### src/rtl/i2c_pkg.sv
// i2c_pkg: shared types and constants for the I2C byte master.
//   i2c_state_t     - transaction FSM state encoding
//   I2C_QTR_DEFAULT - default clk cycles per SCL quarter-period
package i2c_pkg;

  typedef enum logic [2:0] {
    IDLE  = 3'd0,
    START = 3'd1,
    DATA  = 3'd2,
    ACK   = 3'd3,
    STOP  = 3'd4
  } i2c_state_t;

  localparam int unsigned I2C_QTR_DEFAULT = 8;

endpackage

### src/rtl/scl_quarter_timer.sv
// scl_quarter_timer: SCL quarter-period down-counter.
// Ports:
//   clk, rst  - system clock, async active-high reset
//   run       - high while a transaction is in progress
//   stall     - freezes the counter (clock stretching)
//   qtr_tick  - high on the last clk of each quarter
//   qtr       - quarter index within the current SCL period (0..3)
// While idle the timer preloads qtr=2 so that the two START quarters
// line up with the SCL-high half (q2, q3) and DATA begins at q0.
module scl_quarter_timer
  import i2c_pkg::*;
#(
  parameter int unsigned QTR_CYCLES = I2C_QTR_DEFAULT
) (
  input  logic       clk,
  input  logic       rst,
  input  logic       run,
  input  logic       stall,
  output logic       qtr_tick,
  output logic [1:0] qtr
);

  localparam logic [7:0] CNT_LOAD = 8'(QTR_CYCLES - 1);

  logic [7:0] cnt;

  assign qtr_tick = run && !stall && (cnt == 8'd0);

  always_ff @(posedge clk or posedge rst) begin
    if (rst) begin
      cnt <= 8'd0;
      qtr <= 2'd0;
    end else if (!run) begin
      cnt <= CNT_LOAD;
      qtr <= 2'd2;
    end else if (!stall) begin
      if (cnt == 8'd0) begin
        cnt <= CNT_LOAD;
        qtr <= qtr + 2'd1;
      end else begin
        cnt <= cnt - 8'd1;
      end
    end
  end

endmodule

### src/rtl/i2c_byte_master.sv
// i2c_byte_master: sends one byte on I2C (START, 8 data bits MSB first,
// ACK sample, STOP) per accepted start request.
// Ports:
//   clk, rst         - system clock, async active-high reset
//   start, tx_byte   - transaction request and byte to send
//   sda_in, scl_in   - synchronized bus line values
//   scl_out, sda_out - open-drain drives (0 pulls low, 1 releases)
//   busy, done       - in-progress flag, one-cycle completion pulse
//   ack_err          - NACK seen, held until the next accepted start
// Optional build macro: I2C_CLOCK_STRETCH_EN (freeze timing while a
// released SCL is held low by the slave).
//
// state | meaning
// IDLE  | bus released, waiting for start
// START | SDA low while SCL high, 2 quarters
// DATA  | 8 bits, 4 quarters each; SDA changes only at SCL fall
// ACK   | SDA released, slave ACK sampled at end of q2
// STOP  | SCL low/high with SDA low, then SDA rises while SCL high
module i2c_byte_master
  import i2c_pkg::*;
#(
  parameter int unsigned QTR_CYCLES = I2C_QTR_DEFAULT
) (
  input  logic       clk,
  input  logic       rst,
  input  logic       start,
  input  logic [7:0] tx_byte,
  input  logic       sda_in,
  input  logic       scl_in,
  output logic       scl_out,
  output logic       sda_out,
  output logic       busy,
  output logic       done,
  output logic       ack_err
);

  i2c_state_t state;
  logic [7:0] data;
  logic [2:0] bit_idx;
  logic       qtr_tick;
  logic [1:0] qtr;
  logic [1:0] qtr_next;
  logic       stall;

`ifdef I2C_CLOCK_STRETCH_EN
  assign stall = scl_out && !scl_in;
`else
  logic scl_in_unused;
  assign scl_in_unused = scl_in;
  assign stall = 1'b0;
`endif

  assign qtr_next = qtr + 2'd1;

  scl_quarter_timer #(.QTR_CYCLES(QTR_CYCLES)) u_timer (
    .clk      (clk),
    .rst      (rst),
    .run      (state != IDLE),
    .stall    (stall),
    .qtr_tick (qtr_tick),
    .qtr      (qtr)
  );

  // Outputs are assigned on the tick that enters a quarter, so they are
  // registered and take the new quarter's value on its first cycle.
  always_ff @(posedge clk or posedge rst) begin
    if (rst) begin
      state   <= IDLE;
      scl_out <= 1'b1;
      sda_out <= 1'b1;
      busy    <= 1'b0;
      done    <= 1'b0;
      ack_err <= 1'b0;
      bit_idx <= 3'd0;
      data    <= 8'd0;
    end else begin
      done <= 1'b0;
      case (state)
        IDLE: begin
          if (start) begin
            state   <= START;
            busy    <= 1'b1;
            data    <= tx_byte;
            ack_err <= 1'b0;
            sda_out <= 1'b0;
          end
        end
        START: begin
          if (qtr_tick && qtr == 2'd3) begin
            state   <= DATA;
            bit_idx <= 3'd7;
            scl_out <= 1'b0;
            sda_out <= data[7];
          end
        end
        DATA: begin
          if (qtr_tick) begin
            scl_out <= qtr_next[1];
            if (qtr == 2'd3) begin
              bit_idx <= bit_idx - 3'd1;
              if (bit_idx == 3'd0) begin
                state   <= ACK;
                sda_out <= 1'b1;
              end else begin
                sda_out <= data[bit_idx - 3'd1];
              end
            end
          end
        end
        ACK: begin
          if (qtr_tick) begin
            scl_out <= qtr_next[1];
            if (qtr == 2'd2) ack_err <= sda_in;
            if (qtr == 2'd3) begin
              state   <= STOP;
              sda_out <= 1'b0;
            end
          end
        end
        STOP: begin
          if (qtr_tick) begin
            case (qtr)
              2'd0: begin
                scl_out <= 1'b1;
                sda_out <= 1'b0;
              end
              2'd1: begin
                scl_out <= 1'b1;
                sda_out <= 1'b1;
              end
              2'd2: ;
              default: begin
                state <= IDLE;
                busy  <= 1'b0;
                done  <= 1'b1;
              end
            endcase
          end
        end
        default: state <= IDLE;
      endcase
    end
  end

endmodule
### config.mk
export PLATFORM = sky130hd
export DESIGN_NAME = i2c_byte_master
export DESIGN_NICKNAME = d
export VERILOG_FILES = /design/src/rtl/i2c_pkg.sv /design/src/rtl/scl_quarter_timer.sv /design/src/rtl/i2c_byte_master.sv
export SDC_FILE = /design/constraint.sdc
export NUM_CORES = 1
export LEC_CHECK = 0
export ABC_AREA = 0
export CORE_ASPECT_RATIO = 1.25
export CORE_MARGIN = 5
export CORE_UTILIZATION = 50
export DETAILED_ROUTE_END_ITERATION = 8
export PLACE_DENSITY = 0.72
export SLEW_MARGIN = 10
export SYNTH_ARGS = -nofsm -noshare
export SYNTH_HDL_FRONTEND = slang
export SYNTH_HIERARCHICAL = 1
export SYNTH_SLANG_ARGS = --single-unit
### constraint.sdc
create_clock -name clk -period 3.1 [get_ports clk]
set_input_delay 0.465 -clock clk [delete_from_list [all_inputs] [get_ports clk]]
set_output_delay 0.465 -clock clk [all_outputs]
set_load 0.02 [all_outputs]
Yosys cells after proc, flatten, opt, wreduce, memory -nomap -nowiden
Cells that the tools add are included.
W data, S select, Z words.
Operators by class
  reduce and logical (&&, ||, !) cells: 22
  equal/unequal tests: 21
  shift-type cells: 0
  mux-type cells: 45
  bitwise logic cells: 0
  div/mod/pow operators: 0
  $add $sub $neg: 3
  multiply operators: 0
  magnitude comparators: 1
Operators by type and width (number)
  $mux W3: 12
  $ne A2 B2 Y1 const B: 12
  $mux W1: 21
  $reduce_and A9 Y1: 2
  $mux W8: 2
  $pmux W3 S5: 1
  $reduce_and A4 Y1: 3
  $logic_not A8 Y1: 1
  $sub A8 B1 Y8 const B: 1
  $eq A3 B2 Y1 const B: 2
  $logic_not A3 Y1: 2
  $pmux W1 S2: 3
  $pmux W3 S2: 1
  $reduce_bool A2 Y1: 3
  $reduce_bool A3 Y1: 2
  $pmux W1 S5: 1
  $reduce_and A5 Y1: 1
  $reduce_bool A5 Y1: 1
  $eq A2 B2 Y1 const B: 2
  $lt A3 B4 Y1 const B: 1
  $mux W2: 2
  $reduce_or A2 Y1: 2
  $bmux W1 S3: 1
  $eq A3 B1 Y1 const B: 1
  11 further kinds: 12
Word-level totals
  word-level logic and storage cells: 102
  bits in read-only memories: 0
  bits in writable memories: 0
  output and inout port bits: 5
  memories: 0
  latch bits: 0
  input port bits: 13
  register bits: 29

Logic depth before layout (Yosys ltp)
Gate-level depths: netlist of the first run.
  depth after elaboration: 7
  mapped depth: 9
  gate-level depth less buffers: 8

Modules after synthesis
The synthesis of the first run kept the hierarchy.
By module, submodules not included
  i2c_byte_master: cells each 112, area each 1138.6 sq um, times used 1, sequential area each 478.0 sq um
  scl_quarter_timer: cells each 56, area each 551.8 sq um, times used 1, sequential area each 250.2 sq um

Worst setup path before layout of the first run
No wires, ideal clock.
  path kind: register -> register
  start: reg u_timer.cnt[0]
  end: reg sda_out
  clock period less this slack: 2266 ps
  required time: 3023 ps
  setup time: 77 ps
  path buffers: 1
  cell stages (with the launch flop): 10
  slack: 834 ps
  arrival: 2188 ps
  path through: dfrtp_1 inv_1 ha_1 or4b_1 clkbuf_1 nor3_1 nand2_1 o21a_1 o211a_1 a31oi_1
Between the ends
  word-level cells in the longest chain between the ends: 5
  elaborated cells between the ends (all ways): 8
  classes of those cells: eq/ne (4); reduce/logical (4)
RTL lines
  from (decl): line scl_quarter_timer.sv:25  | logic [7:0] cnt;
  from (signal assigned): line scl_quarter_timer.sv:41  | cnt <= cnt - 8'd1;
  $logic_not A8 Y1 *: line scl_quarter_timer.sv:27  | assign qtr_tick = run && !stall && (cnt == 8'd0);
  $logic_and A1 B1 Y1 *: line scl_quarter_timer.sv:27
  named net qtr_tick: line i2c_byte_master.sv:40  | logic qtr_tick;
  $logic_and A1 B1 Y1: line i2c_byte_master.sv:89  | if (qtr_tick && qtr == 2'd3) begin
  $ne A2 B2 Y1 (no source line)
  $reduce_and A9 Y1 (no source line) *
  to (signal assigned): line i2c_byte_master.sv:93  | sda_out <= data[7];
  to (signal assigned): line i2c_byte_master.sv:105  | sda_out <= data[bit_idx - 3'd1];
  to (decl): line i2c_byte_master.sv:31  | output logic sda_out,
The timed path passes the listed nets; every way through them passes the cells marked *.
A chain may end at the register's enable or synchronous reset.

Worst setup path after layout of the first run
  start: reg u_timer.cnt[0]
  end: reg state[0]
Between the ends
  word-level cells in the longest chain between the ends: 5
  elaborated cells between the ends (all ways): 8
  classes of those cells: eq/ne (4); reduce/logical (4)
RTL lines
  $logic_not A8 Y1 *: line scl_quarter_timer.sv:27
  $logic_and A1 B1 Y1 *: line scl_quarter_timer.sv:27
  named net qtr_tick: line i2c_byte_master.sv:40
  $logic_and A1 B1 Y1: line i2c_byte_master.sv:89
  $ne A2 B2 Y1 (no source line)
  $reduce_and A9 Y1 (no source line) *
  to (signal assigned): line i2c_byte_master.sv:81  | state <= START;
  to (signal assigned): line i2c_byte_master.sv:90  | state <= DATA;
  to (signal assigned): line i2c_byte_master.sv:102  | state <= ACK;
  to (decl): line i2c_byte_master.sv:37  | i2c_state_t state;
Marked as above.

==> run_results.csv, run 1 <==
group,metric,value,unit
sta,timing.max_slew.rel_slack,52.2,%
sta,fin_setup_tns,0,ps
layout,drive_gt1_share,13.2,%
routing,detail_route.wirelength.met1,1430,µm
clocking,clk-insertion-delay-late,280,ps
power,net-switching-power,592,µW
logic_synthesis,synth_cells,168,
clocking,cts_sinks,29,
layout,n_fill_cell,277,
clocking,root_buffer,"sky130_fd_sc_hd__clkbuf_8",
floorplan,floorplan.rows,23,
floorplan,floorplan.die_area,4650,µm²
logic_synthesis,synth.cell_area,1690,µm²
sta,timing.final.hold_violations,0,
sta,final.period_utilization,83.7,%
sta,worstMarginPinSlew,717,ps
clocking,post_cts.repair.setup_buffers,0,
power,power.share.sequential,42.4,%
placement,portBuffers,16,
power,power.static_leakage,0.858,nW
logic_synthesis,synth.top_cells.by_area,"sky130_fd_sc_hd__dfrtp_1, sky130_fd_sc_hd__mux2_2, sky130_fd_sc_hd__ha_1, sky130_fd_sc_hd__a21oi_1, sky130_fd_sc_hd__dfstp_2",
power,finalPower,1.60,mW
floorplan,initial_utilization,52.4,%
floorplan,floorplan.die.height,75.0,µm
routing,overall_via_count_from_detail_route,1294,
logic_synthesis,post_synth_fa_ha_maj_area_fraction,5.92,%
power,power.ir.vdd_worst,0.645,mV
placement,post_detailed_placement_half_perimeter_wirelength,2450,µm
grt,grt_antenna_before_repair,0,
logic_synthesis,synth_most_common_cell,"sky130_fd_sc_hd__dfrtp_1",
worst_setup_path,worst-setup-path-type,"flip-flop to flip-flop",
clocking,tritoncts_clock_tree,"built",
logic_synthesis,register_area_share_after_synthesis,43.1,%
worst_setup_path,crit_path_max_fanout,7,
worst_setup_path,worst_endpoint_data_arrival_time,2790,ps
floorplan,core-area,3220,µm²
power,share_clk_of_total_power,20.3,%
layout,final_nets,210,
power,cell_internal_pwr,1.01,mW
worst_setup_path,start_kind,"flip-flop",
routing,drtIter0Drc,37,
worst_setup_path,setup.worst_path.end_class,"flip-flop",
power,p_comb_share,37.3,%
sta,timing.fmax,0.385,GHz
clocking,cts_buffer_depth,2,
grt,grt_pass1_wl,5620,µm
clocking,clk_pin_slew,70,ps
logic_synthesis,synth-main-ff-cell,"sky130_fd_sc_hd__dfrtp_1",
power,p_sw_share,37.0,%
sta,rsz0062_at_grt,"no",
routing,detail_route.vias_per_cell,5.70,
logic_synthesis,count_of_flip_flops_with_a_built_in_enable_after_synthesis,0,
routing,firstDrtPassIters,4,
clocking,ctsResizeCount,0,
logic_synthesis,yosys.area_share.simple,18.6,%
floorplan,io_pins,18,
routing,detail_route.drc_violations,0,
grt,via_count_of_the_first_global_routing_pass,1289,
layout,layout-area-overhead-vs-synth,16.5,%
routing,met3RoutedLength,101,µm
clocking,ctsHtreeMaxLevel,2,
logic_synthesis,synth_top_area_share,40.0,%
logic_synthesis,synth.area.mux_share,9.77,%
logic_synthesis,synthesis_warnings,6,
job,timing.max_cap.violations,0,
worst_setup_path,data_required_critical_path,3290,ps
clocking,num_cts_buffers,5,
sta,timing.clock.skew,10.3,ps
layout,regArea,728,µm²
logic_synthesis,synth_compound_area_share,15.1,%
layout,diodes_inserted,0,
routing,detail_route.wirelength,3300,µm
logic_synthesis,synthDominantAreaCellType,"sky130_fd_sc_hd__dfrtp_1",
routing,post_drt_wl_per_cell,14.5,µm
min_path,hold_class,"input port to async pin",
clocking,cts_hold_buf,0,
power,cellPowerDensity,813,nW/µm²
logic_synthesis,syn_area_per_cell,10.1,µm²
placement,gpl.final_weighted_congestion,0.833,
logic_synthesis,ys_seq_elements,29,
outcome,result_of_the_run,"complete, no violations",
routing,met2_length,1700,µm
logic_synthesis,synth_top_family_by_area,"simple AND/OR/NAND/NOR gates",
floorplan,floorplan.die.width,62.0,µm
grt,grt_start_max_net_pins,20,
layout,multi_input_comb_area,888,µm²
layout,post-route-util,61.1,%
logic_synthesis,synth_top_cells_by_count,"sky130_fd_sc_hd__dfrtp_1, sky130_fd_sc_hd__a21oi_1, sky130_fd_sc_hd__inv_1, sky130_fd_sc_hd__mux2_2, sky130_fd_sc_hd__nor2_1",
logic_synthesis,yosys.area_share.xor_xnor,2.07,%
grt,grt_overflow,0,
sta,period_needed,2600,ps
logic_synthesis,ys_async_sr_fraction,100,%
logic_synthesis,yosys.cell_types.count,49,
routing,routed.top_layer,"met4",
routing,ant_nets,0,
grt,grt_util_all_layers,16.5,%
sta,final_max_slew_viol_count,0,
sta,setup_viol_count_final,0,
-- power groups by stage --
| stage | clock [mW] | sequential, mW | combinational (mW) |
|---|---|---|---|
| 6_report | 0.325 | 0.679 | 0.597 |
| 4_1_cts | 0.333 | 0.677 | 0.603 |
| 2_1_floorplan | 0 | 0.637 | 0.500 |
| 3_5_place_dp | 0 | 0.682 | 0.597 |
| 5_1_grt | 0.352 | 0.698 | 0.672 |
| 3_3_place_gp | 0 | 0.667 | 0.568 |
-- cells by family after synthesis --
logic type,count (synthesis)
fa+ha+maj,8
mux,14
other cells,1
buf+inv,20
compound gates,40
flops,29
simple gates,52
xor+xnor,4
-- cell type report --
cell class,instances,share of cell area (%)
multi-input combinational,123,45.1
inverter,14,2.67
tap,37,2.35
clock buffer,7,4.38
timing repair buffer,16,8.13
sequential,29,37.0
clock inverter,1,0.381
-- critical path, stage by stage, from the launching register on --
cell                       delay [ps]
sky130_fd_sc_hd__dfrtp_1          410
sky130_fd_sc_hd__inv_1             90
sky130_fd_sc_hd__ha_1             130
sky130_fd_sc_hd__or4b_1           550
sky130_fd_sc_hd__nor3_1           570
sky130_fd_sc_hd__nand2_1          190
sky130_fd_sc_hd__o31a_1           340
sky130_fd_sc_hd__a211oi_2         210
-- per-layer routing --
layer  vias up  GRT usage (%)
met2        22           28.5
met4         0           7.08
li1        635              -
met5         -              0
met3         6           4.12
met1       631           18.9
-- cell usage in the layout, fill, tap and decap left out, types with 2 or more instances in the layout --
cell	instances
sky130_fd_sc_hd__ha_1	8
sky130_fd_sc_hd__mux2i_1	3
sky130_fd_sc_hd__nor2b_1	2
sky130_fd_sc_hd__inv_1	14
sky130_fd_sc_hd__nand3_1	4
sky130_fd_sc_hd__xnor2_1	3
sky130_fd_sc_hd__nor3_1	3
sky130_fd_sc_hd__nand3b_1	4
sky130_fd_sc_hd__a21oi_1	14
sky130_fd_sc_hd__nand2_1	8
sky130_fd_sc_hd__o31a_1	2
sky130_fd_sc_hd__o21ai_0	7
sky130_fd_sc_hd__o22ai_1	2
sky130_fd_sc_hd__or3_1	6
sky130_fd_sc_hd__nor4_1	2
sky130_fd_sc_hd__nand4_1	2
sky130_fd_sc_hd__clkdlybuf4s50_1	16
sky130_fd_sc_hd__clkbuf_8	6
sky130_fd_sc_hd__nor2_1	9
sky130_fd_sc_hd__conb_1	5
sky130_fd_sc_hd__dfstp_2	2
sky130_fd_sc_hd__nand2b_1	3
sky130_fd_sc_hd__dfrtp_1	27
sky130_fd_sc_hd__a31oi_1	2
sky130_fd_sc_hd__o21a_1	2
sky130_fd_sc_hd__mux2_2	10
sky130_fd_sc_hd__o21ai_1	2
-- path summary, 6_finish.rpt --
kind,from,end,slack (ps),cells after the start
hold / removal,rst,u_timer/cnt[3],480,2
min in group clk,data[2],data[2],510,1
max in group asynchronous,rst,ack_err,2010,2
setup / recovery,u_timer/cnt[0],state[0],500,7
setup reg to reg,u_timer/cnt[0],state[0],500,7
hold reg to reg,data[2],data[2],510,1
-- flip-flops by register name (all words and copies together), names as in the netlist --
signal and count:
busy 1, u_timer/qtr 2, done 1, ack_err 1
data 8, state 3, u_timer/cnt 8, scl_out 1
sda_out 1, bit_idx 3
-- stage by stage --
stage	instance area (µm²)	setup slack (ps)	cells	hold WS (ps)
after CTS	1970	509	227	497
after global routing	1970	388	227	522
after floorplan	1710	834	172	305
after detailed placement	1880	512	219	494
final	1970	505	227	484
after global placement	1880	631	219	484
Note: power is estimated with default switching activity, not from simulation.
==> inputs of run 2 (changes only) <==
==> constraint.sdc (replaced) <==
create_clock -name clk -period 2.6 [get_ports clk]
set_input_delay 0.39 -clock clk [delete_from_list [all_inputs] [get_ports clk]]
set_output_delay 0.39 -clock clk [all_outputs]
set_load 0.02 [all_outputs]
==> run 2 against run 1 <==
Compared with the run above:
- count of clock-buffer cells in the layout is the same
- hold slack lost 62 ps
- critical path depth grew 2
- die area is the same
- critical path type unchanged
- largest power group unchanged
==> run_results.csv, run 2 (synthesis results as in run 1) <==
group,metric,value,unit
floorplan,initial_utilization,52.4,%
worst_setup_path,setup.worst_path.end_class,"flip-flop",
routing,detail_route.vias_per_cell,5.62,
sta,rsz0062_at_grt,"no",
grt,via_count_of_the_first_global_routing_pass,1331,
routing,post_drt_wl_per_cell,13.8,µm
worst_setup_path,worst-setup-path-type,"flip-flop to flip-flop",
layout,drive_gt1_share,14.9,%
floorplan,io_pins,18,
routing,detail_route.drc_violations,0,
sta,final.period_utilization,86.8,%
layout,layout_top_registers,"data: 8 flops, u_timer/cnt: 8 flops",
floorplan,core-area,3220,µm²
power,p_sw_share,34.5,%
sta,final_max_slew_viol_count,0,
clocking,cts_hold_buf,0,
placement,dp.cells,223,
clocking,cts_sinks,29,
clocking,num_cts_buffers,5,
sta,timing.clock.skew,2.86,ps
power,net-switching-power,690,µW
grt,grt_util_all_layers,16.7,%
clocking,cts_buffer_depth,2,
floorplan,floorplan.die_area,4650,µm²
sta,final.setup.worst_slack,344,ps
clocking,tritoncts_clock_tree,"built",
worst_setup_path,critical_path.reg2reg.endpoint,"ack_err",
routing,met3RoutedLength,96,µm
layout,final_nets,214,
worst_setup_path,ff2ff_setup_slack,340,ps
clocking,clk_pin_slew,60,ps
worst_setup_path,crit_path_max_incr_delay,550,ps
grt,grt_overflow,0,
power,finalPower,2.00,mW
floorplan,floorplan.die.height,75.0,µm
placement,gpl.final_weighted_congestion,0.841,
routing,detail_route.wirelength,3190,µm
worst_setup_path,data_required_critical_path,2770,ps
sta,period_needed,2260,ps
placement,post_detailed_placement_half_perimeter_wirelength,2420,µm
clocking,ctsResizeCount,0,
placement,portBuffers,16,
job,timing.max_cap.violations,0,
worst_setup_path,r2r_start,"u_timer/cnt[0]",
routing,routed.top_layer,"met4",
sta,fin_setup_tns,0,ps
outcome,result_of_the_run,"complete, no violations",
grt,grt_start_max_net_pins,20,
routing,overall_via_count_from_detail_route,1298,
worst_setup_path,crit_path_max_fanout,7,
layout,diodes_inserted,0,
power,power.static_leakage,0.892,nW
worst_setup_path,timing.critical_path.from,"u_timer/cnt[0]",
routing,firstDrtPassIters,4,
sta,setup_viol_count_final,0,
layout,layout-area-overhead-vs-synth,19.6,%
power,cell_internal_pwr,1.31,mW
grt,grt_pass1_wl,5730,µm
power,cellPowerDensity,989,nW/µm²
floorplan,floorplan.rows,23,
clocking,ctsHtreeMaxLevel,2,
sta,worstMarginPinSlew,723,ps
sta,timing.max_slew.rel_slack,51.8,%
sta,timing.fmax,0.443,GHz
layout,final_cell_mix,"sky130_fd_sc_hd__dfrtp_1, sky130_fd_sc_hd__clkdlybuf4s50_1, sky130_fd_sc_hd__inv_1, sky130_fd_sc_hd__a21oi_1, sky130_fd_sc_hd__mux2_2",
routing,drtIter0Drc,59,
floorplan,floorplan.die.width,62.0,µm
power,p_comb_share,37.0,%
power,power.share.sequential,39.2,%
routing,detail_route.wirelength.met1,1320,µm
sta,final.hold.worst_slack,422,ps
worst_setup_path,start_kind,"flip-flop",
worst_setup_path,worst_endpoint_data_arrival_time,2420,ps
routing,met2_length,1730,µm
worst_setup_path,rr_worst_depth,9,
placement,dp_slack,369,ps
sta,timing.final.hold_violations,0,
min_path,hold_class,"input port to async pin",
layout,n_fill_cell,263,
layout,final_common_cell,"sky130_fd_sc_hd__dfrtp_1",
power,power.ir.vdd_worst,0.628,mV
layout,fin_cells,231,
clocking,clk-insertion-delay-late,280,ps
grt,grt_antenna_before_repair,0,
power,share_clk_of_total_power,23.8,%
routing,ant_nets,0,
clocking,post_cts.repair.setup_buffers,0,
clocking,root_buffer,"sky130_fd_sc_hd__clkbuf_8",
worst_setup_path,timing.critical_path.cells,"inv_1 > ha_1 > or4b_1 > nor3_1 > buf_4 > nand4_1 > a21oi_1 > nor2b_1 > a41o_1",
worst_setup_path,critical-path-slowest-cell,"sky130_fd_sc_hd__or4b_1",
run 2: cell count changes in the layout (fill, tap and decap cells not counted), sizes merged:
cell	change
buf	+4
bufinv	+1
clkinvlp	-1
run 2: routing by layer:
layer / up-vias / GRT usage [%]
li1: 643 / -
met1: 634 / 18.2
met2: 15 / 29.5
met3: 6 / 5.66
met4: 0 / 5.90
met5: - / 0
run 2: per-stage QoR:
stage               utilization [%]  cell area [µm²]
floorplan                         -             1710
global placement               59.1             1910
detailed placement             59.1             1910
CTS                            62.7             2020
global route                   62.7             2020
finish                         62.7             2020
run 2: worst max-delay path by stage:
stage / depth (start not counted) / end
floorplan: 9 / sda_out
global placement: 9 / sda_out
detailed placement: 9 / ack_err
CTS: 9 / ack_err
global route: 9 / ack_err
finish: 9 / ack_err
run 2: worst max-delay path: cells and delay by family, from the launching register on:
family / cells / cell delay [ps]
DFF: 1 / 400
adders and majority gates: 1 / 130
buffers and inverters: 2 / 260
and+or+nand+nor: 4 / 910
AOI/OAI and AO/OA: 2 / 440
run 2: power by group through the flow:
stage          combinational (mW)  sequential (mW)  clock, mW
2_1_floorplan               0.596            0.759          0
3_3_place_gp                0.706            0.774          0
3_5_place_dp                0.746            0.786          0
4_1_cts                     0.748            0.783      0.491
5_1_grt                     0.850            0.812      0.521
6_report                    0.740            0.784      0.476
run 2: final cells by class:
cell class	count	area [µm²]	share of cell area [%]
clock buffers	7	86.3	4.27
clock inverters	1	30.0	1.49
inverters	14	52.6	2.60
multi-input cells	123	888	43.9
flip-flops and latches	29	728	36.0
well taps	37	46.3	2.29
repair buffers	20	190	9.41
